`config.mk`:
```
export PLATFORM = sky130hd
export DESIGN_NAME = adder_result_display
export DESIGN_NICKNAME = d
export VERILOG_FILES = /design/src/rtl/adder_disp_pkg.sv /design/src/rtl/seg7_decoder.sv /design/src/rtl/adder_result_display.sv
export SDC_FILE = /design/constraint.sdc
export NUM_CORES = 1
export LEC_CHECK = 0
export CAP_MARGIN = 40
export CORE_UTILIZATION = 45
export CTS_CLUSTER_DIAMETER = 200
export DETAILED_ROUTE_END_ITERATION = 12
export GPL_TIMING_DRIVEN = 0
export PLACE_DENSITY = 0.84
export RECOVER_POWER = 25
export REMOVE_ABC_BUFFERS = 1
export SYNTH_ARGS = -nofsm -noshare
export SYNTH_HDL_FRONTEND = slang
export SYNTH_SLANG_ARGS = --single-unit
```
`constraint.sdc`:
```
create_clock -name CLOCK_50 -period 1.7 [get_ports CLOCK_50]
set_clock_uncertainty 0.1 [all_clocks]
set_input_delay 0.34 -clock CLOCK_50 [delete_from_list [all_inputs] [get_ports CLOCK_50]]
set_output_delay 0.34 -clock CLOCK_50 [all_outputs]
set_load 0.02 [all_outputs]
```
`src/rtl/adder_disp_pkg.sv`:
```
// Shared types and constants for the adder result display stage.
package adder_disp_pkg;

    localparam int DIGIT_W = 4;
    localparam int SUM_W   = 5;

    // Conversion FSM states.
    typedef enum logic {
        IDLE,
        CONV
    } state_t;

    // Active-low seven-segment patterns, bit6..bit0 = g..a.
    localparam logic [6:0] SEG_0     = 7'b1000000;
    localparam logic [6:0] SEG_1     = 7'b1111001;
    localparam logic [6:0] SEG_2     = 7'b0100100;
    localparam logic [6:0] SEG_3     = 7'b0110000;
    localparam logic [6:0] SEG_4     = 7'b0011001;
    localparam logic [6:0] SEG_5     = 7'b0010010;
    localparam logic [6:0] SEG_6     = 7'b0000010;
    localparam logic [6:0] SEG_7     = 7'b1111000;
    localparam logic [6:0] SEG_8     = 7'b0000000;
    localparam logic [6:0] SEG_9     = 7'b0010000;
    localparam logic [6:0] SEG_BLANK = 7'b1111111;

endpackage

```
`src/rtl/seg7_decoder.sv`:
```
// Combinational BCD digit to active-low seven-segment pattern.
// Non-decimal inputs produce a blank display.
module seg7_decoder
    import adder_disp_pkg::*;
(
    input  logic [DIGIT_W-1:0] digit_i,
    output logic [6:0]         seg_o
);

    // Digit lookup; every path assigns seg_o so no latch can form.
    always_comb begin
        // NOTE: a default assignment first keeps combinational logic latch-free.
        seg_o = SEG_BLANK;
        case (digit_i)
            4'd0:    seg_o = SEG_0;
            4'd1:    seg_o = SEG_1;
            4'd2:    seg_o = SEG_2;
            4'd3:    seg_o = SEG_3;
            4'd4:    seg_o = SEG_4;
            4'd5:    seg_o = SEG_5;
            4'd6:    seg_o = SEG_6;
            4'd7:    seg_o = SEG_7;
            4'd8:    seg_o = SEG_8;
            4'd9:    seg_o = SEG_9;
            default: seg_o = SEG_BLANK;
        endcase
    end

endmodule

```
`src/rtl/adder_result_display.sv`:
```
// Captures the adder sum on a synchronised LOAD rising edge, converts it to
// two decimal digits by repeated subtraction of ten, and drives two
// active-low seven-segment displays plus an LED echo of the captured value.
// Optional macro LEADING_ZERO_BLANK_EN blanks HEX1 when the tens digit is 0.
module adder_result_display
    import adder_disp_pkg::*;
#(
    parameter int SYNC_STAGES = 2
) (
    input  logic             CLOCK_50,
    input  logic             RESET,
    input  logic [SUM_W-1:0] SUM,
    input  logic             LOAD,
    output logic [SUM_W-1:0] LEDR,
    output logic [6:0]       HEX1,
    output logic [6:0]       HEX0,
    output logic             BUSY,
    output logic             VALID
);

`ifdef LEADING_ZERO_BLANK_EN
    localparam logic [6:0] HEX1_RST = SEG_BLANK;
`else
    localparam logic [6:0] HEX1_RST = SEG_0;
`endif

    logic [SYNC_STAGES-1:0] sync_q;
    logic                   load_dly_q;
    logic                   load_rise;

    state_t             state_q, state_d;
    logic [SUM_W-1:0]   rem_q, rem_d;
    logic [1:0]         tens_q, tens_d;
    logic [SUM_W-1:0]   ledr_q, ledr_d;
    logic [6:0]         hex1_q, hex1_d;
    logic [6:0]         hex0_q, hex0_d;
    logic               busy_q, busy_d;
    logic               valid_q, valid_d;

    logic [6:0]         tens_seg;
    logic [6:0]         units_seg;

    // Synchronise LOAD and keep a delayed copy of the last stage for edge detect.
    always_ff @(posedge CLOCK_50) begin
        // NOTE: sequential state uses non-blocking assignments so all flops
        // update together from pre-edge values.
        if (RESET) begin
            sync_q     <= '0;
            load_dly_q <= 1'b0;
        end else begin
            sync_q     <= {sync_q[SYNC_STAGES-2:0], LOAD};
            load_dly_q <= sync_q[SYNC_STAGES-1];
        end
    end

    assign load_rise = sync_q[SYNC_STAGES-1] & ~load_dly_q;

    // Both digits are decoded continuously; the patterns are only latched
    // into the output registers on the final conversion cycle.
    seg7_decoder u_seg_tens (
        .digit_i ({2'b00, tens_q}),
        .seg_o   (tens_seg)
    );

    seg7_decoder u_seg_units (
        .digit_i (rem_q[DIGIT_W-1:0]),
        .seg_o   (units_seg)
    );

    // FSM and datapath registers.
    always_ff @(posedge CLOCK_50) begin
        if (RESET) begin
            state_q <= IDLE;
            rem_q   <= '0;
            tens_q  <= '0;
            ledr_q  <= '0;
            hex1_q  <= HEX1_RST;
            hex0_q  <= SEG_0;
            busy_q  <= 1'b0;
            valid_q <= 1'b0;
        end else begin
            state_q <= state_d;
            rem_q   <= rem_d;
            tens_q  <= tens_d;
            ledr_q  <= ledr_d;
            hex1_q  <= hex1_d;
            hex0_q  <= hex0_d;
            busy_q  <= busy_d;
            valid_q <= valid_d;
        end
    end

    // Next-state logic: capture in IDLE, subtract ten per cycle in CONV.
    always_comb begin
        state_d = state_q;
        rem_d   = rem_q;
        tens_d  = tens_q;
        ledr_d  = ledr_q;
        hex1_d  = hex1_q;
        hex0_d  = hex0_q;
        busy_d  = busy_q;
        valid_d = valid_q;

        case (state_q)
            IDLE: begin
                if (load_rise) begin
                    rem_d   = SUM;
                    tens_d  = '0;
                    ledr_d  = SUM;
                    busy_d  = 1'b1;
                    valid_d = 1'b0;
                    state_d = CONV;
                end
            end
            CONV: begin
                // Edges arriving here are deliberately ignored, not queued.
                if (rem_q >= SUM_W'(10)) begin
                    rem_d  = rem_q - SUM_W'(10);
                    tens_d = tens_q + 2'd1;
                end else begin
`ifdef LEADING_ZERO_BLANK_EN
                    hex1_d = (tens_q == 2'd0) ? SEG_BLANK : tens_seg;
`else
                    hex1_d = tens_seg;
`endif
                    hex0_d  = units_seg;
                    valid_d = 1'b1;
                    busy_d  = 1'b0;
                    state_d = IDLE;
                end
            end
            default: state_d = IDLE;
        endcase
    end

    assign LEDR  = ledr_q;
    assign HEX1  = hex1_q;
    assign HEX0  = hex0_q;
    assign BUSY  = busy_q;
    assign VALID = valid_q;

endmodule
```
==> impl_metrics.yaml, run 1 <==
outcome:
  outcome: "complete, but fails checks"
  violations: "DRC"
synth:
  synth_compound_area_frac: 0.227
  synth_edf_count: 0
  synth_top_family_by_area: "compound AO/OA/AOI/OAI gates"
  ys.flop_type: "dfxtp_1"
  synth_area_um2: 1410
  ys_seq_area_frac: 0.427
  ys_warn_count: 0
  synth_adder_area_share: 0.0801
  yosys.area_share.simple: 0.176
  post_synth_num_cell_types: 40
  synth_seq_cells: 30
  synthMuxAreaShare: 0.00712
  avgSynthCellArea_um2: 8.84
  async_flop_share: 0
  synthCells: 159
  synth_xor_area_frac: 0.00623
clock_network:
  clock-sinks: 30
  cts_buffer_depth: 2
  cts_made_buffers: 5
  ctsHoldBuffers: 0
  cts_tree: "yes"
  clock_latency_ns: 0.32
  clk_pin_slew_ns: 0.09
  root_buffer: "clkbuf_4"
  htree_num_levels: 2
floorplanning:
  dieWidth_um: 57.9
  pin_count: 29
  dieArea_um2: 3350
  die_h_um: 57.9
  initial_core_util: 0.493
  rows: 19
  core_um2: 2850
setup_path:
  slowest_stage: "dfxtp_4"
  reg2reg_from: "rem_q[0]"
  crit_family: "compound AO/OA/AOI/OAI gates"
  r2r_cells: 7
  ff2ff_setup_slack_ns: 0.04
  cp-endpoint: "rem_q[4]"
  cp.required_ns: 1.86
  end_kind: "register"
  rr_endpoint: "rem_q[4]"
  worst-path-buf-inv: 2
  cp-startpoint: "rem_q[0]"
  cp_max_fo: 6
  path_class: "register to register"
  path_depth: 7
  cp-start-kind: "register"
  arrival_ns: 1.82
  critPathMaxStageDelay_ns: 0.37
  worstPathCellList: "inv_4 -> ha_4 -> nor2b_4 -> o22ai_4 -> buf_6 -> a221o_1 -> a21oi_1"
worst_hold_path:
  min_from: "LEDR[0]"
  hp-class: "register to register"
timing:
  fmax_mhz: 602
  fin_crit_sh: 0.977
  hold_violations: 0
  finalMaxSlewViolations: 0
  post-route-min-period_ns: 1.66
  finalSetupViolations: 0
  rsz0062_at_grt: "yes"
  slew_headroom: 0.632
  hold_slack_ns: 0.359
  tightest_slew_ns: 0.552
power_and_ir_drop:
  power_density_nw_per_um2: 720
  combPwrFrac: 0.116
  vdd_drop_max_uv: 594
  internal_power_uw: 987
  p_switching_uw: 344
  leakage_uw: 0.000745
  clkPwrFrac: 0.328
  p_seq_frac: 0.556
  p_sw_frac: 0.259
placed_design:
  portBuffers: 27
  gp_congestion: 0.832
  dp_hpwl_mm: 2.07
  dpl_cell_area_um2: 1660
  place_inst: 206
finish:
  finalNonFillerCells: 223
  drive_gt1_frac: 0.193
  final_common_cell: "dfxtp_1"
  area_growth_pct: 31.5
  diodes: 0
  final_cell_area_um2: 1850
  nNetsFinal: 208
  multiInputGateArea_um2: 762
  fillers: 240
  layout_common_cells: "dfxtp_1, a21oi_1, dlygate4sd2_1, nand2_1"
  regArea_um2: 617
detailed_routing:
  via_per_inst: 5.65
  drt_iter0_markers: 35
  wl_per_cell_um: 15.1
  top_layer_used: "met4"
  drt-met1-wl_mm: 1.44
  drc: 2
  wl_met3_um: 142
  drt-pass1-iter-count: 8
  dr_wl_met2_mm: 1.71
  routed_wirelength_mm: 3.36
  via_count: 1259
  antenna_left: 0
global_route:
  grt_pass1_vias: 1130
  grt_use_total: 0.203
  gr-total-overflow: 0
  grt_pass1_wl_mm: 5.09
  grt_max_degree: 23
  antenna_found_initial: 0
job:
  maxCapViolCount: 0
per-layer routing:
layer / vias to the layer above / track usage
met5: - / 0
met4: 0 / 0.0986
met3: 9 / 0.0513
met2: 38 / 0.342
met1: 591 / 0.240
li1: 621 / -
cells in the mapped netlist (2+ instances only):
master,n,area share
dfxtp_1,30,0.43
o21ai_0,8,0.028
ha_1,9,0.080
inv_1,8,0.021
a21oi_1,23,0.082
buf_4,3,0.016
nand3_1,7,0.025
a211oi_1,5,0.027
buf_2,4,0.014
nand2b_1,3,0.013
nor2_1,5,0.013
nand4_1,2,0.0089
a311oi_1,2,0.012
clkbuf_1,4,0.011
nor3_1,5,0.018
nor2b_1,5,0.022
nand2_1,13,0.035
through the flow:
stage               setup slack [ns]  power (uW)  utilization  setup TNS [ns]
floorplan                     -0.118         829            -          -0.118
global placement              -0.433         889        0.577           -6.33
detailed placement            -0.400         899        0.582           -5.07
CTS                          0.00965        1340        0.624               0
global route                 -0.0431        1400        0.648         -0.0746
finish                        0.0394        1330        0.648               0
worst min-delay path by stage:
stage / end / depth (start not counted)
global route: sync_q[1] / 1
finish: LEDR[0] / 2
floorplan: HEX0[1] / 1
global placement: sync_q[1] / 1
detailed placement: LEDR[0] / 2
CTS: LEDR[0] / 2
worst min-delay path: cells and delay by family, from the launching register on:
kind               cells  cell delay [ns]
and+or+nand+nor        1             0.05
AOI/OAI and AO/OA      1             0.05
DFF                    1             0.31
sequential cells by signal (all words and copies together), names as in the netlist:
register / count
state_q: 1
HEX1: 5
LEDR: 5
rem_q: 5
BUSY: 1
tens_q: 2
load_dly_q: 1
sync_q: 2
VALID: 1
HEX0: 7
area by class of cell:
type,instances,area share
clock buffer,7,0.0298
clock inverter,1,0.00271
inverter,9,0.0210
multi-input combinational,108,0.412
sequential,30,0.334
tap,31,0.0210
timing repair buffer,37,0.179
cells by family after synthesis:
logic type	count (synthesis)
compound gates	50
simple gates	46
flops	30
buf+inv	21
fa+ha+maj	9
other cells	1
xor+xnor	1
mux	1
power groups by stage:
stage | registers, uW | clock network [uW] | logic [uW]
CTS | 742 | 455 | 145
finish | 740 | 436 | 155
global placement | 755 | 0 | 134
global route | 743 | 487 | 166
floorplan | 766 | 0 | 63.9
detailed placement | 757 | 0 | 142
repair_timing:
action                                  4_1_cts  5_1_grt
resized for setup                            37        9
pin swaps                                     1        1
setup buffers                                 3        6
endpoints found under the setup margin       47        9
Power figures use the tool's default switching activity.
==> run 2, diff against run 1 <==
CAP_MARGIN = 20   (was 40)
==> run 2 against run 1 <==
Effect of this change: the flow still finishes with violations (DRC); clock power up 75%; utilization rose by 0.96 points; sequential cell count did not move; non-clock buffer count decreased by 1; first-iteration DRC count increased by 20%; clock-buffer cell count decreased by 1; setup slack improved by 0.015 ns; register-to-register slack gained 0.02 ns; sequential power hardly changed; sequential share of layout area is 0.49 points lower; global-route usage about the same; critical path type unchanged; critical endpoint unchanged; largest power group is now the clock network; highest routed layer unchanged.
==> impl_metrics.yaml, run 2 (same netlist as run 1, synthesis figures left out) <==
detailed_routing:
  drc: 2
  routed_wirelength_mm: 3.31
  drt_iter0_markers: 42
  via_count: 1248
  drt-pass1-iter-count: 8
  via_per_inst: 5.62
  wl_per_cell_um: 14.9
  antenna_left: 0
worst_hold_path:
  hp-class: "register to register"
  hold_path_depth: 1
  holdPathEnd: "sync_q[1]"
  min_from: "sync_q[0]"
floorplanning:
  dieArea_um2: 3350
  die_h_um: 57.9
  dieWidth_um: 57.9
  core_um2: 2850
  rows: 19
  pin_count: 29
  initial_core_util: 0.493
power_and_ir_drop:
  leakage_uw: 0.000764
  p_switching_uw: 370
  clkPwrFrac: 0.461
  internal_power_uw: 1280
  power_density_nw_per_um2: 881
  p_sw_frac: 0.224
  combPwrFrac: 0.093
  vdd_drop_max_uv: 627
  p_seq_frac: 0.446
timing:
  finalSetupViolations: 0
  slew_headroom: 0.621
  tightest_slew_ns: 0.569
  hold_violations: 0
  finalMaxSlewViolations: 0
  fin_crit_sh: 0.968
  fmax_mhz: 608
  post-route-min-period_ns: 1.65
setup_path:
  path_class: "register to register"
  rr_endpoint: "rem_q[4]"
  r2r_cells: 7
  cp-start-kind: "register"
  end_kind: "register"
  critPathMaxStageDelay_ns: 0.37
  cp_max_fo: 8
  reg2reg_from: "rem_q[0]"
  ff2ff_setup_slack_ns: 0.05
  slowest_stage: "dfxtp_4"
  worstPathCellList: "inv_4 -> ha_4 -> nor2b_4 -> o22ai_4 -> buf_6 -> a221o_1 -> a21oi_1"
  arrival_ns: 1.83
  cp.required_ns: 1.89
global_route:
  antenna_found_initial: 0
  grt_pass1_vias: 1105
  grt_use_total: 0.202
  grt_pass1_wl_mm: 5.01
  gr-total-overflow: 0
  grt_max_degree: 34
finish:
  area_growth_pct: 33.5
  fillers: 247
  final_common_cell: "dfxtp_1"
  layout_common_cells: "dfxtp_1, a21oi_1, dlygate4sd2_1, nand2_1, o21ai_0"
  nNetsFinal: 207
  final_cell_area_um2: 1880
  drive_gt1_frac: 0.183
  final_util: 0.657
  diodes: 0
  largest_reg_flops: 7
placed_design:
  portBuffers: 27
  dpl_cell_area_um2: 1650
  gp_congestion: 0.832
  dp_hpwl_mm: 1.99
clock_network:
  clock_latency_ns: 0.35
  cts_made_buffers: 5
  cts_buffer_depth: 2
  cts_tree: "yes"
  htree_num_levels: 2
  clk_pin_slew_ns: 0.11
  clock-sinks: 30
  root_buffer: "clkbuf_4"
job:
  maxCapViolCount: 0
outcome:
  violations: "DRC"
  outcome: "complete, but fails checks"
[run 2: worst max-delay path: cells and delay by family, from the launching register on]
kind,cells,cell delay [ns]
compound gates,3,0.54
fa+ha+maj,1,0.13
buf+inv,2,0.23
simple gates,1,0.22
flops,1,0.37
[run 2: worst max-delay path by stage]
stage,from,to,cells past startpoint
floorplan,rem_q[0],HEX0[6],6
global placement,RESET,tens_q[0],3
detailed placement,RESET,tens_q[0],3
CTS,rem_q[0],HEX0[6],6
global route,rem_q[1],tens_q[0],6
finish,rem_q[0],rem_q[4],7
[run 2: stage by stage]
stage | std cells | TNS [ns] | power (uW) | hold WS (ns) | setup WS, ns
finish | 222 | 0 | 1650 | 0.353 | 0.0548
global route | 222 | -0.0696 | 1700 | 0.371 | -0.0509
CTS | 215 | 0 | 1640 | 0.356 | 0.00928
detailed placement | 205 | -7.96 | 895 | 0.338 | -0.500
global placement | 205 | -6.33 | 889 | 0.318 | -0.433
floorplan | 147 | -0.118 | 829 | 0.309 | -0.118
[run 2: what timing repair did]
| item | in CTS | in global routing |
|---|---|---|
| buffers inserted | 2 | 6 |
| gates resized for setup | 36 | 9 |
| gates cloned | 0 | 0 |
| setup endpoints to repair | 47 | 12 |
| pin swaps | 1 | 2 |
| hold buffers | 0 | 0 |
[run 2: layer usage]
metal | part of all wire | up-vias | track usage
met2 | 0.51 | 48 | 0.360
met4 | 0.019 | 0 | 0.102
met5 | 0 | - | 0
li1 | - | 620 | -
met3 | 0.057 | 7 | 0.0469
met1 | 0.41 | 573 | 0.225
[run 2: area by class of cell]
cell class	instances	area [um^2]	area share
repair buffers	36	319	0.170
clock buffers	6	51.3	0.0274
multi-input cells	108	753	0.402
flip-flops and latches	30	617	0.329
inverters	9	36.3	0.0193
clock inverters	2	60.1	0.0320
well taps	31	38.8	0.0207
[run 2: power by group through the flow]
stage	clock, uW	combinational (uW)	sequential, uW
floorplan	0	63.9	766
global placement	0	134	755
detailed placement	0	138	757
CTS	761	138	742
global route	791	165	740
finish	761	154	737
